$ cat config.mk
export PLATFORM = sky130hd
export DESIGN_NAME = knight_cmd_seq
export DESIGN_NICKNAME = d
export VERILOG_FILES = /design/src/rtl/knight_pkg.sv /design/src/rtl/knight_cmd_fifo.sv /design/src/rtl/knight_cmd_seq.sv
export SDC_FILE = /design/constraint.sdc
export NUM_CORES = 1
export LEC_CHECK = 0
export BUFFER_PORTS_ARGS = -buffer_cell sky130_fd_sc_hd__buf_2
export CAP_MARGIN = 20
export CELL_PAD_IN_SITES_DETAIL_PLACEMENT = 1
export CELL_PAD_IN_SITES_GLOBAL_PLACEMENT = 2
export CORE_MARGIN = 2
export CORE_UTILIZATION = 43
export CTS_CLUSTER_DIAMETER = 80
export DETAILED_ROUTE_END_ITERATION = 8
export PLACE_DENSITY_LB_ADDON = 0.1
export SLEW_MARGIN = 25
export SYNTH_ARGS = -nofsm -noshare
export SYNTH_HDL_FRONTEND = slang
export SYNTH_HIERARCHICAL = 1
export SYNTH_SLANG_ARGS = --single-unit
$ cat constraint.sdc
create_clock -name clk -period 9.3 [get_ports clk]
set_input_delay 1.86 -clock clk [delete_from_list [all_inputs] [get_ports clk]]
set_output_delay 1.86 -clock clk [all_outputs]
set_load 0.03 [all_outputs]
$ cat src/rtl/knight_pkg.sv
// Shared opcodes, response codes and FSM state type for the Knight command sequencer.
package knight_pkg;

   localparam logic [3:0] OP_CAL    = 4'h2;
   localparam logic [3:0] OP_MOVE   = 4'h4;
   localparam logic [3:0] OP_MOVE_F = 4'h5;
   localparam logic [3:0] OP_TOUR   = 4'h6;
   localparam logic [3:0] OP_STOP   = 4'h7;

   localparam logic [7:0] RESP_ACK  = 8'hA5;
   localparam logic [7:0] RESP_NAK  = 8'h5A;

   typedef enum logic [2:0] {
      ST_IDLE,
      ST_CAL,
      ST_ALIGN,
      ST_RAMP_UP,
      ST_RAMP_DOWN,
      ST_TOUR
   } state_t;

   // Opcodes that go through the queue; STOP and illegal codes never do.
   function automatic logic is_queued_op(input logic [3:0] op);
      return op inside {OP_CAL, OP_MOVE, OP_MOVE_F, OP_TOUR};
   endfunction

endpackage

$ cat src/rtl/knight_cmd_fifo.sv
// Command queue: 16-bit entries, read data shows the head, extra pointer bit separates full from empty.
module knight_cmd_fifo #(
   parameter int DEPTH = 4
) (
   input  logic        clk,
   input  logic        rst_n,
   input  logic        push,
   input  logic        pop,
   input  logic        flush,
   input  logic [15:0] wr_data,
   output logic [15:0] rd_data,
   output logic        full,
   output logic        empty
);

   localparam int          AW      = $clog2(DEPTH);
   localparam logic [AW:0] PTR_ONE = (AW + 1)'(1);

   logic [15:0] mem [DEPTH];
   logic [AW:0] wr_ptr;
   logic [AW:0] rd_ptr;
   logic        do_push;
   logic        do_pop;

   assign empty   = (wr_ptr == rd_ptr);
   assign full    = (wr_ptr[AW] != rd_ptr[AW]) && (wr_ptr[AW-1:0] == rd_ptr[AW-1:0]);
   assign do_pop  = pop && !empty;
   assign do_push = push && (!full || do_pop);
   assign rd_data = mem[rd_ptr[AW-1:0]];

   always_ff @(posedge clk or negedge rst_n) begin
      if (!rst_n) begin
         wr_ptr <= '0;
         rd_ptr <= '0;
      end else if (flush) begin
         wr_ptr <= '0;
         rd_ptr <= '0;
      end else begin
         if (do_push) wr_ptr <= wr_ptr + PTR_ONE;
         if (do_pop)  rd_ptr <= rd_ptr + PTR_ONE;
      end
   end

   // NOTE: storage has no reset; the pointers alone decide which entries are valid.
   always_ff @(posedge clk) begin
      if (do_push && !flush) mem[wr_ptr[AW-1:0]] <= wr_data;
   end

endmodule

$ cat src/rtl/knight_cmd_seq.sv
// Knight command sequencer: queues commands and runs calibrate, move (with optional fanfare)
// and tour hand-off, with an immediate STOP, saturating speed ramps and coded responses.
module knight_cmd_seq
   import knight_pkg::*;
#(
   parameter int                FAST_SIM = 1,
   parameter int                FRWRD_W  = 10,
   parameter int                HEAD_W   = 12,
   parameter int                Q_DEPTH  = 4,
   parameter logic [HEAD_W-1:0] ERR_TOL  = HEAD_W'('h02C)
) (
   input  logic               clk,
   input  logic               rst_n,
   input  logic [15:0]        cmd,
   input  logic               cmd_rdy,
   output logic               clr_cmd_rdy,
   output logic               send_resp,
   output logic [7:0]         resp,
   output logic               q_full,
   output logic               tour_go,
   input  logic [HEAD_W-1:0]  heading,
   input  logic               heading_rdy,
   output logic               strt_cal,
   input  logic               cal_done,
   output logic               moving,
   input  logic               lftIR,
   input  logic               cntrIR,
   input  logic               rghtIR,
   output logic               fanfare_go,
   output logic [FRWRD_W-1:0] frwrd,
   output logic [HEAD_W-1:0]  error
);

   localparam logic [FRWRD_W-1:0] INCR      = (FAST_SIM != 0) ? FRWRD_W'(32'h20) : FRWRD_W'(32'h03);
   localparam logic [FRWRD_W-1:0] DECR      = {INCR[FRWRD_W-2:0], 1'b0};
   localparam int                 NUDGE_L_I = (FAST_SIM != 0) ? 511 : 95;
   localparam int                 NUDGE_R_I = (FAST_SIM != 0) ? -512 : -95;
   localparam logic [HEAD_W-1:0]  NUDGE_L   = HEAD_W'(NUDGE_L_I);
   localparam logic [HEAD_W-1:0]  NUDGE_R   = HEAD_W'(NUDGE_R_I);

   state_t               state_q, state_d;
   logic [3:0]           cmd_op;
   logic                 stop_now, illegal_acc, push, pop;
   logic [15:0]          q_head;
   logic                 q_empty;
   logic                 latch_mv, abort_set, fsm_resp;
   logic [7:0]           fsm_code;
   logic [3:0]           op_q;
   logic [2:0]           squares_q;
   logic [HEAD_W-1:0]    desired_q, desired_d, nudge;
   logic signed [11:0]   des12;
   logic                 aborted_q;
   logic [3:0]           box_cnt;
   logic [2:0]           cntr_sync;
   logic                 cntr_rise;
   logic [FRWRD_W-1:0]   frwrd_q;
   logic signed [HEAD_W-1:0] err_s, tol_s;
   logic                 aligned;
   logic                 unused_q_bit;

   assign cmd_op       = cmd[15:12];
   assign stop_now     = cmd_rdy && (cmd_op == OP_STOP);
   assign push         = cmd_rdy && is_queued_op(cmd_op) && (!q_full || pop);
   assign illegal_acc  = cmd_rdy && !is_queued_op(cmd_op) && (cmd_op != OP_STOP) && !fsm_resp;
   assign clr_cmd_rdy  = push || stop_now || illegal_acc;
   assign unused_q_bit = q_head[3];

   knight_cmd_fifo #(.DEPTH(Q_DEPTH)) u_fifo (
      .clk     (clk),
      .rst_n   (rst_n),
      .push    (push),
      .pop     (pop),
      .flush   (stop_now),
      .wr_data (cmd),
      .rd_data (q_head),
      .full    (q_full),
      .empty   (q_empty)
   );

   // Heading byte zero maps to an exact multiple of 16; otherwise the low nibble is filled.
   assign des12     = (q_head[11:4] == 8'h00) ? {q_head[11:4], 4'h0} : {q_head[11:4], 4'hF};
   assign desired_d = HEAD_W'(des12);
   assign nudge     = lftIR ? NUDGE_L : (rghtIR ? NUDGE_R : '0);
   assign error     = heading - desired_q + nudge;
   assign err_s     = error;
   assign tol_s     = ERR_TOL;
   assign aligned   = (err_s < tol_s) && (err_s > -tol_s);
   assign cntr_rise = cntr_sync[1] && !cntr_sync[2];
   assign moving    = (state_q == ST_ALIGN) || (state_q == ST_RAMP_UP) || (state_q == ST_RAMP_DOWN);
   assign frwrd     = frwrd_q;

   // NOTE: every output of this block gets a default first so no path leaves a latch behind.
   always_comb begin
      state_d    = state_q;
      pop        = 1'b0;
      latch_mv   = 1'b0;
      abort_set  = 1'b0;
      strt_cal   = 1'b0;
      fanfare_go = 1'b0;
      tour_go    = 1'b0;
      fsm_resp   = 1'b0;
      fsm_code   = RESP_ACK;
      case (state_q)
         ST_IDLE: begin
            if (!q_empty && !stop_now) begin
               pop = 1'b1;
               case (q_head[15:12])
                  OP_CAL: begin
                     strt_cal = 1'b1;
                     state_d  = ST_CAL;
                  end
                  OP_MOVE, OP_MOVE_F: begin
                     latch_mv = 1'b1;
                     state_d  = ST_ALIGN;
                  end
                  OP_TOUR: state_d = ST_TOUR;
                  default: state_d = ST_IDLE;
               endcase
            end
         end
         ST_CAL: begin
            if (cal_done) begin
               fsm_resp = 1'b1;
               state_d  = ST_IDLE;
            end
         end
         ST_ALIGN: begin
            if (stop_now) begin
               abort_set = 1'b1;
               state_d   = ST_RAMP_DOWN;
            end else if (aligned) begin
               state_d = ST_RAMP_UP;
            end
         end
         ST_RAMP_UP: begin
            if (stop_now) begin
               abort_set = 1'b1;
               state_d   = ST_RAMP_DOWN;
            end else if (box_cnt == {squares_q, 1'b0}) begin
               fanfare_go = (op_q == OP_MOVE_F);
               state_d    = ST_RAMP_DOWN;
            end
         end
         ST_RAMP_DOWN: begin
            if (frwrd_q == '0) begin
               fsm_resp = 1'b1;
               fsm_code = aborted_q ? RESP_NAK : RESP_ACK;
               state_d  = ST_IDLE;
            end
         end
         ST_TOUR: begin
            tour_go = 1'b1;
            state_d = ST_IDLE;
         end
         default: state_d = ST_IDLE;
      endcase
   end

   always_comb begin
      send_resp = fsm_resp || illegal_acc || (stop_now && (state_q == ST_IDLE));
      resp      = '0;
      if (fsm_resp)       resp = fsm_code;
      else if (send_resp) resp = RESP_NAK;
   end

   // NOTE: state and datapath registers use non-blocking assignments only.
   always_ff @(posedge clk or negedge rst_n) begin
      if (!rst_n) begin
         state_q   <= ST_IDLE;
         op_q      <= '0;
         squares_q <= '0;
         desired_q <= '0;
         aborted_q <= 1'b0;
      end else begin
         state_q <= state_d;
         if (latch_mv) begin
            op_q      <= q_head[15:12];
            squares_q <= q_head[2:0];
            desired_q <= desired_d;
            aborted_q <= 1'b0;
         end else if (abort_set) begin
            aborted_q <= 1'b1;
         end
      end
   end

   always_ff @(posedge clk or negedge rst_n) begin
      if (!rst_n) begin
         cntr_sync <= '0;
         box_cnt   <= '0;
      end else begin
         cntr_sync <= {cntr_sync[1:0], cntrIR};
         if (latch_mv)       box_cnt <= '0;
         else if (cntr_rise) box_cnt <= box_cnt + 4'd1;
      end
   end

   // Ramp up saturates once the top two bits are set; ramp down clamps at zero.
   always_ff @(posedge clk or negedge rst_n) begin
      if (!rst_n) begin
         frwrd_q <= '0;
      end else if (heading_rdy) begin
         if (state_q == ST_RAMP_UP) begin
            if (!(&frwrd_q[FRWRD_W-1 -: 2])) frwrd_q <= frwrd_q + INCR;
         end else if (state_q == ST_RAMP_DOWN) begin
            frwrd_q <= (frwrd_q < DECR) ? '0 : frwrd_q - DECR;
         end
      end
   end

endmodule

Yosys cells after proc, flatten, opt, wreduce, memory -nomap -nowiden:

Memories as Yosys holds them, arrays and structs flattened.
Index checks and enable logic that the tools add are counted.
Widths: inputs -> output; s select.

* add/sub/neg operators: 7
* $lt $le $gt $ge: 3
* eq/ne operators: 26
* multiplexer cells: 48
* reduce and logical (&&, ||, !) cells: 42

Operator list (number)
* $mux 10: 4
* $mux 3: 11
* $eq 4x3->1 const B: 8
* $mux 8: 4
* $mux 12: 2
* $mux 1: 20
* $pmux 3 s5: 1
* $logic_and 1x1->1: 14
* $add 12x12->12: 1
* $gt 12x7->1 const B: 1
* $lt 12x7->1 const B: 1
* $mux 4: 3
* $sub 12x12->12: 1
* $add 10x6->10 const B: 1
* $logic_not 10->1: 1
* $lt 10x7->1 const B: 1
* $reduce_bool 2->1: 5
* $sub 10x7->10 const B: 1
* $pmux 3 s3: 1
* $eq 4x2->1 const B: 2
* $logic_not 8->1: 1
* $logic_or 1x1->1: 8
* $ne 2x2->1 const B: 4
* $mux 7: 1
* other kinds (19): 29

* bits in registers: 46
* memory bits (writable): 64
* input port bits: 36
* output and inout bits: 37
* logic and storage cells: 137
* memories: 1

Memories
* u_fifo.mem: depth 4, bits a word 16, rd ports 1, clocked after memory_dff 0, write ports 1, RTL line knight_cmd_fifo.sv:19 `logic [15:0] mem [DEPTH];`

Depth between registers and ports, before layout:

* depth after elaboration: 12
* gate-level depth with buffers: 12
* mapped depth without buffers: 12

Cells and area by module:

Netlist, hierarchy kept.

By module, submodules not included
* knight_cmd_fifo: instances 1, cells an instance 139, area each 2882.8 sq um, seq. area each 2072.0 sq um
* knight_cmd_seq: instances 1, cells an instance 300, area each 2783.9 sq um, seq. area each 800.8 sq um

Worst setup path before layout:

No wires, ideal clock.

* path type: input -> output
* start point: input port lftIR
* end point: output port error[7]
* arrival time: 4367 ps
* data required time: 7440 ps
* slack: 3073 ps
* stages: 8
* path buffers: 0
* cell sequence: inv_1 -> fa_1 -> inv_1 -> ha_1 -> a211o_1 -> a2111oi_4 -> o21bai_1 -> xor2_1

* cells in the longest elaborated chain, start to end: 2

Ends and longest elaborated chain
* from (decl): RTL line knight_cmd_seq.sv:26 `input logic lftIR,`
* $mux 12: RTL line knight_cmd_seq.sv:83 `assign nudge = lftIR ? NUDGE_L : (rghtIR ? NUDGE_R : '0);`
* $add 12x12->12: RTL line knight_cmd_seq.sv:84 `assign error = heading - desired_q + nudge;`
* to (decl): RTL line knight_cmd_seq.sv:31 `output logic [HEAD_W-1:0] error`

No other way between the ends.

Final worst setup path:

* start point: input port lftIR
* end point: output port error[11]

The elaborated chain is that of the path after synthesis.

==> flow_metrics.tcl <==
set metrics [dict create \
    placed_area_um2 5940 \
    period_needed_ns 6.65 \
    drive_gt1_frac 0.256 \
    pwr_density_cell_nw_per_um2 379 \
    routed_via_density 5.22 \
    cts_buffers 9 \
    cts_resized 0 \
    finalSetupViolCount 0 \
    drc_errors 0 \
    dp_cells 656 \
    io_buffers 66 \
    arrival_ns 4.79 \
    cp-start-kind "input pin" \
    clock_latency_ns 0.36 \
    num_vias 3510 \
    final_cells 672 \
    p_total_w 0.00237 \
    dr.pass1.iters 4 \
    crit_chain "buf_2 > inv_1 > fa_1 > inv_1 > ha_1 > a211o_1 > a2111oi_4 > o21ai_0 > a31oi_1 > xnor2_1 > buf_2" \
    area_growth_pct 13.0 \
    grt_pass1_vias 3754 \
    wl_per_cell_um 17.0 \
    antenna_found_initial 0 \
    outcome "completed" \
    reg2reg_to "u_fifo/mem[1][7]" \
    rr_worst_depth 10 \
    fin_crit_sh 0.715 \
    critical_path_class "input pin to output pin" \
    rr_startpoint "u_fifo/rd_ptr[0]" \
    slew_violations 0 \
    grt_setup_unrepaired "no" \
    first_iter_violations 121 \
    nets 564 \
    cts_htree_levels 3 \
    worstHoldPathCells 0 \
    worst_slew_pin_slew_ns 0.978 \
    yosys_warnings 6 \
    cts.clk_slew.worst_paths_ns 0.08 \
    overflow 0 \
    setup_tns_ns 0 \
    ios 73 \
    grt_max_degree 39 \
    skew_ns 0.00936 \
    synth_area_um2 5520 \
    drt-total-wl_mm 11.4 \
    hold_buffers 0 \
    hold_viol_final 0 \
    num_rows 41 \
    cts_setup_buffers 0 \
    hp-start "cntr_sync[0]" \
    end_kind "output pin" \
    ir_worst_vdd_v 0.000185 \
    antenna_left 0 \
    r2r_setup_slack_ns 5.66 \
    clock_path_buffers 2 \
    slowest_stage "fa_1" \
    n_antenna_cell 0 \
    syn_area_per_cell_um2 12.7 \
    p_leak_nw 2.60 \
    grt_pass1_wl_mm 19.3 \
    start_util 0.440 \
    fmax_mhz 150 \
    worstPathMaxFanout 10 \
    min_to "cntr_sync[1]" \
    ctsRootBufferMaster "clkbuf_16" \
    max-slew-margin-rel 0.345 \
    post-route-util 0.497 \
    fillCellCount 1315 \
    hold_path_class "flip-flop to flip-flop" \
    fin_area_um2 6240 \
    critPathRequiredTime_ns 7.44 \
    gp_congestion 0.816 \
    die_height_um 117 \
    coreArea_um2 12600 \
    maxCapViolCount 0 \
    cts_tree "built" \
    syn_inst 434 \
    cts_sinks 98 \
    grt_usage 0.178 \
    dieArea_um2 13800 \
    cp_slowest_stage_delay_ns 0.52 \
    dpl.hpwl_mm 8.44 \
    die_w_um 117 \
]
[worst max-delay path, delay by kind of cell]
kind | cells | cell delay [ns]
compound gates | 4 | 1.05
xor+xnor | 1 | 0.22
fa+ha+maj | 2 | 0.76
buf+inv | 4 | 0.90
[state kept, by name, summed over array words and instances, names as in the netlist, 4 cells and up]
signal,cells
u_fifo/mem,60
box_cnt,4
desired_q,9
frwrd,5
op_q,4
[per-stage QoR]
stage                     hold slack (ns)  setup slack [ns]
after floorplan                     0.331              3.07
after global placement              0.342              2.60
after detailed placement            0.340              2.55
after CTS                           0.359              2.54
after global routing                0.362              2.33
final                               0.354              2.65
[how the worst max path moves through the flow]
| stage | from | end | slack, ns | cells past startpoint |
|---|---|---|---|---|
| after global routing | lftIR | error[11] | 2.33 | 11 |
| after CTS | lftIR | error[11] | 2.54 | 11 |
| after floorplan | lftIR | error[7] | 3.07 | 8 |
| after global placement | lftIR | error[11] | 2.60 | 11 |
| after detailed placement | lftIR | error[11] | 2.55 | 11 |
| final | lftIR | error[11] | 2.65 | 11 |
[layout make-up]
type | count | area, µm² | share of cell area
flip-flops and latches | 98 | 2750 | 0.441
inverters | 42 | 158 | 0.0253
clock inverters | 7 | 76.3 | 0.0122
multi-input cells | 276 | 2470 | 0.396
repair buffers | 68 | 345 | 0.0553
well taps | 172 | 215 | 0.0345
clock buffers | 9 | 225 | 0.0361
[layer usage]
layer  routed length (µm)  global-route usage  vias up
met5                    0                   0        -
met4                  251              0.0745        0
met3                  416              0.0443       18
met2                 5690               0.299       62
met1                 5060               0.220     1758
li1                     -                   -     1672
[placed cells by master (no fill, tap or decap), types with 7 or more instances in the layout]
cell       instances
a21oi_1            9
buf_2             66
clkbuf_16          9
dfrtp_1           38
edfxtp_1          60
fa_1              11
ha_1              22
inv_1             42
mux2_2            12
mux4_2            14
nand2_1           24
nand2b_1           8
nor2_1            24
nor2b_1            8
o21a_1             7
o21ai_0           16
xnor2_1           10
xor2_1             9
[power by group]
part / switching, W / internal [W] / total (W)
sequential: 0.000116 / 0.000548 / 0.000664
combinational: 0.000800 / 0.000528 / 0.00133
clock: 0.000184 / 0.000192 / 0.000377
total: 0.00110 / 0.00127 / 0.00237
No activity file was read; power rests on OpenSTA's default activity.
